--- config.mk ---
export PLATFORM = sky130hd
export DESIGN_NAME = hazard_fwd_unit_flat
export DESIGN_NICKNAME = d
export VERILOG_FILES = /design/src/rtl/hazard_fwd_unit_if.sv /design/src/rtl/hazard_fwd_unit.sv /design/src/flat_wrapper.sv
export SDC_FILE = /design/constraint.sdc
export NUM_CORES = 1
export LEC_CHECK = 0
export ABC_AREA = 0
export CELL_PAD_IN_SITES_DETAIL_PLACEMENT = 1
export CELL_PAD_IN_SITES_GLOBAL_PLACEMENT = 1
export CORE_MARGIN = 3
export CORE_UTILIZATION = 30
export DETAILED_ROUTE_END_ITERATION = 12
export GPL_TIMING_DRIVEN = 0
export PLACE_DENSITY = 0.67
export SETUP_SLACK_MARGIN = 0.5
export SYNTH_ARGS = -nofsm -noshare
export SYNTH_HDL_FRONTEND = slang
export SYNTH_SLANG_ARGS = --single-unit
--- constraint.sdc ---
create_clock -name clk -period 6.4 [get_ports clk]
set_input_delay 0.64 -clock clk [delete_from_list [all_inputs] [get_ports clk]]
set_output_delay 0.64 -clock clk [all_outputs]
set_load 0.05 [all_outputs]
--- src/rtl/hazard_fwd_unit_if.sv ---
// hazard_fwd_unit_if
//   Bundle of pipeline-side signals seen by the hazard/forwarding controller.
//   The pipeline (master) drives the ID/EX/MEM stage descriptors, the MC unit
//   completion pulse and the branch resolution; the controller (slave) drives
//   the freeze/bubble/flush controls, the registered forwarding selects, the
//   MC busy flag, the stall counter and a debug view of the MC scoreboard.
//
//   Handshake note: there is no valid/ready pair here. Every input is sampled
//   every cycle; stall/bubble_ex/flush_id are same-cycle combinational
//   responses, everything else is registered on the rising clock edge.
//
// Parameters
//   ADDR_W : register address width
//   NREG   : architectural register count (2**ADDR_W)
//   CNT_W  : stall counter width
interface hazard_fwd_unit_if #(
  parameter int ADDR_W = 5,
  parameter int NREG   = 2 ** ADDR_W,
  parameter int CNT_W  = 16
);
  // ID stage
  logic [ADDR_W-1:0] rs1_id;
  logic [ADDR_W-1:0] rs2_id;
  logic              rs1_used_id;
  logic              rs2_used_id;
  logic [ADDR_W-1:0] rd_id;
  logic              regwrite_id;
  logic              mc_op_id;
  // EX stage
  logic [ADDR_W-1:0] rd_ex;
  logic              regwrite_ex;
  logic              memread_ex;
  logic              mc_start_ex;
  // MEM stage
  logic [ADDR_W-1:0] rd_mem;
  logic              regwrite_mem;
  // MC unit writeback
  logic              mc_done;
  logic [ADDR_W-1:0] mc_rd;
  // Branch resolution
  logic              branch_taken_ex;
  // Controller outputs
  logic              stall;
  logic              bubble_ex;
  logic              flush_id;
  logic [1:0]        fwd_a;
  logic [1:0]        fwd_b;
  logic              mc_busy;
  logic [CNT_W-1:0]  stall_cnt;
  logic [NREG-1:0]   pending_dbg;

  modport master (
    output rs1_id, rs2_id, rs1_used_id, rs2_used_id, rd_id, regwrite_id,
           mc_op_id, rd_ex, regwrite_ex, memread_ex, mc_start_ex, rd_mem,
           regwrite_mem, mc_done, mc_rd, branch_taken_ex,
    input  stall, bubble_ex, flush_id, fwd_a, fwd_b, mc_busy, stall_cnt,
           pending_dbg
  );

  modport slave (
    input  rs1_id, rs2_id, rs1_used_id, rs2_used_id, rd_id, regwrite_id,
           mc_op_id, rd_ex, regwrite_ex, memread_ex, mc_start_ex, rd_mem,
           regwrite_mem, mc_done, mc_rd, branch_taken_ex,
    output stall, bubble_ex, flush_id, fwd_a, fwd_b, mc_busy, stall_cnt,
           pending_dbg
  );
endinterface

--- src/rtl/hazard_fwd_unit.sv ---
// hazard_fwd_unit
//   Hazard detection and forwarding control for a 5-stage RISC-V pipeline.
//   RAW hazards are resolved by forwarding where possible and by stalling on
//   load-use; one outstanding multi-cycle (MAC/DIV) op is tracked with a
//   per-register pending scoreboard; taken branches flush IF/ID and bubble EX.
//
// Ports
//   clk, rst_n : pipeline clock, asynchronous active-low reset
//   bus        : hazard_fwd_unit_if.slave
//                inputs  - ID/EX/MEM stage descriptors, mc_done/mc_rd,
//                          branch_taken_ex
//                outputs - stall, bubble_ex, flush_id (combinational),
//                          fwd_a, fwd_b, mc_busy, stall_cnt, pending_dbg
//                          (registered)
//
// Configuration
//   HAZARD_FWD_EN defined   : forwarding enabled; only load-use and
//                             scoreboard hazards stall.
//   HAZARD_FWD_EN undefined : fwd_a/fwd_b stay 00; any EX or MEM producer
//                             match stalls and bubbles.
//
// Forward select encoding: 00 regfile, 10 EX/MEM result, 01 MEM/WB result.
// The regfile writes through, so a producer in WB never needs any action.
module hazard_fwd_unit #(
  parameter int ADDR_W = 5,
  parameter int NREG   = 2 ** ADDR_W,
  parameter int CNT_W  = 16
) (
  input logic            clk,
  input logic            rst_n,
  hazard_fwd_unit_if.slave bus
);

  localparam logic [1:0] FWD_RF  = 2'b00;
  localparam logic [1:0] FWD_EX  = 2'b10;
  localparam logic [1:0] FWD_MEM = 2'b01;

  // A source matches a producer only when it is really read, is not x0, and
  // the producer really writes that register.
  function automatic logic src_match(
    input logic              used,
    input logic [ADDR_W-1:0] rs,
    input logic [ADDR_W-1:0] rd,
    input logic              we
  );
    return used && (rs != '0) && (rs == rd) && we;
  endfunction

  // Registered state
  logic [NREG-1:0]  pending_q;
  logic [NREG-1:0]  pending_d;
  logic             mc_busy_q;
  logic [1:0]       fwd_a_q;
  logic [1:0]       fwd_b_q;
  logic [CNT_W-1:0] stall_cnt_q;

  // Combinational hazard terms
  logic       ex_a, ex_b, mem_a, mem_b;
  logic       data_stall;
  logic       sb_a, sb_b, sb_waw, sb_struct, sb_stall;
  logic       hazard;
  logic       stall_o, bubble_o, flush_o;
  logic [1:0] fwd_a_d, fwd_b_d;

  always_comb begin
    ex_a  = src_match(bus.rs1_used_id, bus.rs1_id, bus.rd_ex,  bus.regwrite_ex);
    ex_b  = src_match(bus.rs2_used_id, bus.rs2_id, bus.rd_ex,  bus.regwrite_ex);
    mem_a = src_match(bus.rs1_used_id, bus.rs1_id, bus.rd_mem, bus.regwrite_mem);
    mem_b = src_match(bus.rs2_used_id, bus.rs2_id, bus.rd_mem, bus.regwrite_mem);

`ifdef HAZARD_FWD_EN
    // Only a load in EX cannot be forwarded in time.
    data_stall = bus.memread_ex && (ex_a || ex_b);
    fwd_a_d    = ex_a ? FWD_EX : (mem_a ? FWD_MEM : FWD_RF);
    fwd_b_d    = ex_b ? FWD_EX : (mem_b ? FWD_MEM : FWD_RF);
`else
    // No bypass paths: wait until the producer reaches WB.
    data_stall = ex_a || ex_b || mem_a || mem_b;
    fwd_a_d    = FWD_RF;
    fwd_b_d    = FWD_RF;
`endif

    // A pending source is released in the very cycle mc_done names it, so
    // the consumer advances together with the MC writeback. pending[0] is
    // never set, so x0 cannot stall here.
    sb_a = bus.rs1_used_id && pending_q[bus.rs1_id] &&
           !(bus.mc_done && (bus.mc_rd == bus.rs1_id));
    sb_b = bus.rs2_used_id && pending_q[bus.rs2_id] &&
           !(bus.mc_done && (bus.mc_rd == bus.rs2_id));
    sb_waw    = bus.regwrite_id && pending_q[bus.rd_id];
    sb_struct = bus.mc_op_id && (mc_busy_q || bus.mc_start_ex);
    sb_stall  = sb_a || sb_b || sb_waw || sb_struct;

    hazard = data_stall || sb_stall;

    // A taken branch kills the ID instruction, so any stall it would have
    // caused is irrelevant; flushing takes over.
    flush_o  = bus.branch_taken_ex;
    stall_o  = hazard && !bus.branch_taken_ex;
    bubble_o = hazard || bus.branch_taken_ex;
  end

  // Scoreboard next state: clear on completion first, then set on issue so a
  // same-register start/done pair leaves the bit set. A done for a register
  // that is not pending just clears an already-clear bit.
  always_comb begin
    pending_d = pending_q;
    if (bus.mc_done) begin
      pending_d[bus.mc_rd] = 1'b0;
    end
    if (bus.mc_start_ex && (bus.rd_ex != '0)) begin
      pending_d[bus.rd_ex] = 1'b1;
    end
  end

  always_ff @(posedge clk or negedge rst_n) begin
    if (!rst_n) begin
      pending_q <= '0;
    end else begin
      pending_q <= pending_d;
    end
  end

  // Busy covers any issued op, including one targeting x0; start wins.
  always_ff @(posedge clk or negedge rst_n) begin
    if (!rst_n) begin
      mc_busy_q <= 1'b0;
    end else if (bus.mc_start_ex) begin
      mc_busy_q <= 1'b1;
    end else if (bus.mc_done) begin
      mc_busy_q <= 1'b0;
    end
  end

  // Selects follow the ID instruction into EX. When it does not advance
  // (stall) or EX receives a NOP (bubble), EX reads the regfile.
  always_ff @(posedge clk or negedge rst_n) begin
    if (!rst_n) begin
      fwd_a_q <= FWD_RF;
      fwd_b_q <= FWD_RF;
    end else if (stall_o || bubble_o) begin
      fwd_a_q <= FWD_RF;
      fwd_b_q <= FWD_RF;
    end else begin
      fwd_a_q <= fwd_a_d;
      fwd_b_q <= fwd_b_d;
    end
  end

  // Saturating stall-cycle counter.
  always_ff @(posedge clk or negedge rst_n) begin
    if (!rst_n) begin
      stall_cnt_q <= '0;
    end else if (stall_o && (stall_cnt_q != '1)) begin
      stall_cnt_q <= stall_cnt_q + {{(CNT_W-1){1'b0}}, 1'b1};
    end
  end

  assign bus.stall       = stall_o;
  assign bus.bubble_ex   = bubble_o;
  assign bus.flush_id    = flush_o;
  assign bus.fwd_a       = fwd_a_q;
  assign bus.fwd_b       = fwd_b_q;
  assign bus.mc_busy     = mc_busy_q;
  assign bus.stall_cnt   = stall_cnt_q;
  assign bus.pending_dbg = pending_q;

endmodule

--- src/flat_wrapper.sv ---
// flat-port wrapper written by rule: the top's interface ports become plain ports
module hazard_fwd_unit_flat 
#(
  parameter int ADDR_W = 5,
  parameter int NREG   = 2 ** ADDR_W,
  parameter int CNT_W  = 16
)
  (clk, rst_n, bus_rs1_id, bus_rs2_id, bus_rs1_used_id, bus_rs2_used_id, bus_rd_id, bus_regwrite_id, bus_mc_op_id, bus_rd_ex, bus_regwrite_ex, bus_memread_ex, bus_mc_start_ex, bus_rd_mem, bus_regwrite_mem, bus_mc_done, bus_mc_rd, bus_branch_taken_ex, bus_stall, bus_bubble_ex, bus_flush_id, bus_fwd_a, bus_fwd_b, bus_mc_busy, bus_stall_cnt, bus_pending_dbg);
  hazard_fwd_unit_if #(.ADDR_W(ADDR_W), .NREG(NREG), .CNT_W(CNT_W)) bus_i ();
  input logic clk;
  input logic rst_n;
  input wire logic [$bits(bus_i.rs1_id)-1:0] bus_rs1_id;
  input wire logic [$bits(bus_i.rs2_id)-1:0] bus_rs2_id;
  input wire logic [$bits(bus_i.rs1_used_id)-1:0] bus_rs1_used_id;
  input wire logic [$bits(bus_i.rs2_used_id)-1:0] bus_rs2_used_id;
  input wire logic [$bits(bus_i.rd_id)-1:0] bus_rd_id;
  input wire logic [$bits(bus_i.regwrite_id)-1:0] bus_regwrite_id;
  input wire logic [$bits(bus_i.mc_op_id)-1:0] bus_mc_op_id;
  input wire logic [$bits(bus_i.rd_ex)-1:0] bus_rd_ex;
  input wire logic [$bits(bus_i.regwrite_ex)-1:0] bus_regwrite_ex;
  input wire logic [$bits(bus_i.memread_ex)-1:0] bus_memread_ex;
  input wire logic [$bits(bus_i.mc_start_ex)-1:0] bus_mc_start_ex;
  input wire logic [$bits(bus_i.rd_mem)-1:0] bus_rd_mem;
  input wire logic [$bits(bus_i.regwrite_mem)-1:0] bus_regwrite_mem;
  input wire logic [$bits(bus_i.mc_done)-1:0] bus_mc_done;
  input wire logic [$bits(bus_i.mc_rd)-1:0] bus_mc_rd;
  input wire logic [$bits(bus_i.branch_taken_ex)-1:0] bus_branch_taken_ex;
  output wire logic [$bits(bus_i.stall)-1:0] bus_stall;
  output wire logic [$bits(bus_i.bubble_ex)-1:0] bus_bubble_ex;
  output wire logic [$bits(bus_i.flush_id)-1:0] bus_flush_id;
  output wire logic [$bits(bus_i.fwd_a)-1:0] bus_fwd_a;
  output wire logic [$bits(bus_i.fwd_b)-1:0] bus_fwd_b;
  output wire logic [$bits(bus_i.mc_busy)-1:0] bus_mc_busy;
  output wire logic [$bits(bus_i.stall_cnt)-1:0] bus_stall_cnt;
  output wire logic [$bits(bus_i.pending_dbg)-1:0] bus_pending_dbg;
  assign bus_i.rs1_id = bus_rs1_id;
  assign bus_i.rs2_id = bus_rs2_id;
  assign bus_i.rs1_used_id = bus_rs1_used_id;
  assign bus_i.rs2_used_id = bus_rs2_used_id;
  assign bus_i.rd_id = bus_rd_id;
  assign bus_i.regwrite_id = bus_regwrite_id;
  assign bus_i.mc_op_id = bus_mc_op_id;
  assign bus_i.rd_ex = bus_rd_ex;
  assign bus_i.regwrite_ex = bus_regwrite_ex;
  assign bus_i.memread_ex = bus_memread_ex;
  assign bus_i.mc_start_ex = bus_mc_start_ex;
  assign bus_i.rd_mem = bus_rd_mem;
  assign bus_i.regwrite_mem = bus_regwrite_mem;
  assign bus_i.mc_done = bus_mc_done;
  assign bus_i.mc_rd = bus_mc_rd;
  assign bus_i.branch_taken_ex = bus_branch_taken_ex;
  assign bus_stall = bus_i.stall;
  assign bus_bubble_ex = bus_i.bubble_ex;
  assign bus_flush_id = bus_i.flush_id;
  assign bus_fwd_a = bus_i.fwd_a;
  assign bus_fwd_b = bus_i.fwd_b;
  assign bus_mc_busy = bus_i.mc_busy;
  assign bus_stall_cnt = bus_i.stall_cnt;
  assign bus_pending_dbg = bus_i.pending_dbg;
  hazard_fwd_unit #(.ADDR_W(ADDR_W), .NREG(NREG), .CNT_W(CNT_W)) u_core (.clk(clk), .rst_n(rst_n), .bus(bus_i));
endmodule
==> metrics.log <==
INFO  metric run_status = completed
INFO  metric wirelength = 12,900 µm
INFO  metric port-buffer-count = 78
INFO  metric min_path_type = in2async
INFO  metric worst_ir_drop_vdd = 0.179 mV
INFO  metric synth.area.top_cells = dfrtp_1 (35%), mux4_2 (10%), o21ai_0 (9.6%), xor2_1 (7.4%), mux2i_1 (4.0%)
INFO  metric pin_count = 98
INFO  metric cts_tree = built
INFO  metric number_of_antenna_violations_at_the_first_check_in_global_routing = 0
INFO  metric clk-insertion-delay-late = 0.29 ns
INFO  metric n_antenna_cell = 0
INFO  metric synth_warn = 0
INFO  metric global_route.usage.met1 = 0.284
INFO  metric synth_xor_area_frac = 0.106
INFO  metric layout.nets = 474
INFO  metric count_of_state_elements_after_synthesis = 49
INFO  metric postSynth.topFlopCell = dfrtp_1
INFO  metric power_density = 310 nW/µm²
INFO  metric gp_routability_congestion = 0.826
INFO  metric ctsLongestPathBuffers = 2
INFO  metric post_synthesis_adder_cell_area_fraction = 0.00353
INFO  metric final_min_period_over_clock_period = 0.738
INFO  metric worst-endpoint-arrival = 4.08 ns
INFO  metric static-leakage-power = 0.00182 µW
INFO  metric cpMaxStageDelayCell = clkdlybuf4s50_1
INFO  metric globalRoute.busiestLayer = met2
INFO  metric setup-tns-final = 0 ns
INFO  metric final_util = 0.408
INFO  metric fmax = 212 MHz
INFO  metric routed_wire_length_per_instance = 22.4 µm
INFO  metric worst_setup_hold_path_clk_slew = 0.07 ns
INFO  metric cts_setup_buffers = 0
INFO  metric clock-root-buffer = clkbuf_16
INFO  metric reg2reg_setup_slack = 3.70 ns
INFO  metric r2r_start = u_core.bus.pending_dbg[18]
INFO  metric muxShareOfSynthArea = 0.183
INFO  metric synth_enable_flop_cells = 0
INFO  metric chipHeight = 115 µm
INFO  metric cp-end-kind = output port
INFO  metric cts_inserted_buffers = 5
INFO  metric global_route_congestion_overflow_total = 0
INFO  metric cts-resized-gates = 0
INFO  metric global_route.usage.met3 = 0.0270
INFO  metric postSynth.asyncResetShare = 1.00
INFO  metric synth-compound-area-share = 0.131
INFO  metric transition_time_at_the_pin_with_the_least_slew_margin = 0.993 ns
INFO  metric groute.layer.met2.usage = 0.304
INFO  metric crit_type = in2out
INFO  metric via_count = 3,268
INFO  metric netlist-cell-type-count = 52
INFO  metric critical-path-max-stage-delay = 0.70 ns
INFO  metric yosysTopAreaCellShare = 0.346
INFO  metric post-layout-total-power = 1450 µW
INFO  metric first_global_vias = 3,458
INFO  metric post_synth_inst_count = 342
INFO  metric total_number_of_h_tree_levels = 2
INFO  metric tritoncts_num_sinks = 49
INFO  metric rsz_0062_raised_after_global_routing = no
INFO  metric drcViolationCount = 0
INFO  metric floorplan.die_area = 13,200 µm²
INFO  metric effective_utilization_at_floorplan = 0.309
INFO  metric timing.critical_path.fanout_max = 10
INFO  metric core_region_area = 11,500 µm²
INFO  metric hold_viol_final = 0
INFO  metric gr-usage-all-layers = 0.196
INFO  metric r2r.worst_path.cells = 9
INFO  metric layout_commonest_cell = clkdlybuf4s50_1
INFO  metric synth_top_area_cell = dfrtp_1
INFO  metric timing.critical_path.mode_cell = clkdlybuf4s50_1
INFO  metric synth.yosys.seq_area_share = 0.346
INFO  metric cp-endpoint = bus_bubble_ex
INFO  metric post-route-min-period = 4.72 ns
INFO  metric final_cell_mix = clkdlybuf4s50_1 (77), o21ai_0 (68), dfrtp_1 (49), xor2_1 (30)
INFO  metric start_kind = primary input
INFO  metric cts_hold_buf = 0
INFO  metric stdcell_area = 4670 µm²
INFO  metric synth-simple-area-share = 0.167
INFO  metric mappedNetlistArea = 3550 µm²
INFO  metric first_pass_drt_iterations = 4
INFO  metric synth_top_family_by_area = multiplexers
INFO  metric post_synth.cell_area_avg = 10.4 µm²
INFO  metric final_layout_size_suffix_gt1_frac = 0.142
INFO  metric maxSlewHeadroom = 0.333
INFO  metric timing_max_transition_violations_final = 0
INFO  metric crit-reg2reg-capture = u_core.bus.stall_cnt[1]
INFO  metric maxcap_viol_count = 0
INFO  metric fp-row-count = 39
INFO  metric net-switching-power = 655 µW
INFO  metric clock-skew-final = 0.00899 ns
INFO  metric detailed_place_hpwl = 9540 µm
INFO  metric crit_start = bus_rs2_id[1]
INFO  metric power_frac_seq = 0.333
INFO  metric die-width = 115 µm
INFO  metric final_antenna_net_count = 0
INFO  metric grt_pass1_wl = 20,000 µm
INFO  metric post_place_cell_area = 4530 µm²
INFO  metric area_growth = 31.8%
INFO  metric internal_power = 795 µW
INFO  metric cells_along_the_critical_path = clkdlybuf4s50_1 > clkbuf_8 > mux4_1 > mux2_2 > a211oi_1 > a311oi_1 > and4b_1 > buf_6 > buf_8 > or2b_2 > clkdlybuf4s50_1
INFO  metric worst-endpoint-required = 5.76 ns
INFO  metric grt_start_max_net_pins = 33
INFO  metric finalSetupViolations = 0
INFO  metric drt_iter0_drc = 251
INFO  metric clkPwrFrac = 0.183
INFO  metric share_comb_of_total_power = 0.484
INFO  metric power.share.switching = 0.452
INFO  metric via_density_per_instance = 5.69
state kept, by name, summed over array words and instances (netlist names):
| name | count |
|---|---|
| u_core.bus.mc_busy | 1 |
| u_core.bus.stall_cnt | 16 |
| u_core.bus.pending_dbg | 32 |
metal layers:
metal	vias to the layer above	wire length [µm]
met3	17	899
li1	1457	-
met4	0	221
met5	-	0
met2	128	5990
met1	1666	5740
synth_stat cells (all sizes together) (2+ instances only):
| cell type | count |
|---|---|
| mux2 | 6 |
| or4 | 2 |
| o21ai | 68 |
| mux4 | 19 |
| nand4 | 4 |
| nand3b | 16 |
| xnor2 | 13 |
| nor2 | 8 |
| mux2i | 14 |
| nor3 | 4 |
| nor4b | 5 |
| a311oi | 2 |
| a31oi | 4 |
| nand3 | 11 |
| buf | 15 |
| nor3b | 2 |
| clkbuf | 13 |
| a211oi | 2 |
| nor4 | 10 |
| dfrtp | 49 |
| xor2 | 30 |
| or3 | 5 |
| or3b | 3 |
| nand2 | 12 |
| and3 | 6 |
| nand2b | 3 |
| nor2b | 2 |
worst min path at each step:
| stage | start | end | slack, ns | cells past startpoint |
|---|---|---|---|---|
| after floorplan | rst_n | u_core.bus.mc_busy | 0.34 | 0 |
| after global placement | u_core.bus.mc_busy | u_core.bus.mc_busy | 0.49 | 1 |
| after detailed placement | u_core.bus.stall_cnt[0] | u_core.bus.stall_cnt[0] | 0.52 | 1 |
| after CTS | rst_n | u_core.bus.pending_dbg[27] | 0.30 | 1 |
| after global routing | rst_n | u_core.bus.pending_dbg[27] | 0.33 | 1 |
| final | rst_n | u_core.bus.pending_dbg[27] | 0.30 | 1 |
final cells by class:
class / instances / area [µm²]
plain buffers: 28 / 208
clock buffers: 5 / 125
clock inverters: 2 / 16.3
fillers: 1288 / 6790
inverters: 2 / 12.5
multi-input cells: 266 / 2110
flip-flops and latches: 49 / 1230
well taps: 143 / 179
repair buffers: 79 / 796
power groups by stage:
| stage | combinational (µW) | clock, µW | sequential (µW) |
|---|---|---|---|
| after floorplan | 222 | 0 | 696 |
| after global routing | 737 | 287 | 497 |
| after CTS | 703 | 272 | 482 |
| after detailed placement | 701 | 0 | 486 |
| final | 702 | 266 | 482 |
| after global placement | 689 | 0 | 481 |
critical path: cells and delay by family:
family	cells	cell delay [ns]
AND/OR/NAND/NOR	2	0.59
buffers and inverters	5	1.91
AO/OA/AOI/OAI	2	0.33
multiplexers	2	0.61
cells by family (layout without fill, tap and decap cells):
group | count (synthesis) | count (layout)
xor+xnor | 43 | 43
other cells | 1 | 4
fa+ha+maj | 1 | 1
mux | 39 | 39
buf+inv | 30 | 116
simple gates | 95 | 95
flops | 49 | 49
compound gates | 84 | 84
stage by stage:
stage	instances	hold slack (ns)	setup WS [ns]
final	574	0.296	1.68
after global routing	574	0.327	1.57
after CTS	574	0.303	1.69
after detailed placement	567	0.515	1.69
after global placement	566	0.488	1.70
after floorplan	345	0.344	2.91
Note: power is estimated with default switching activity, not from simulation.
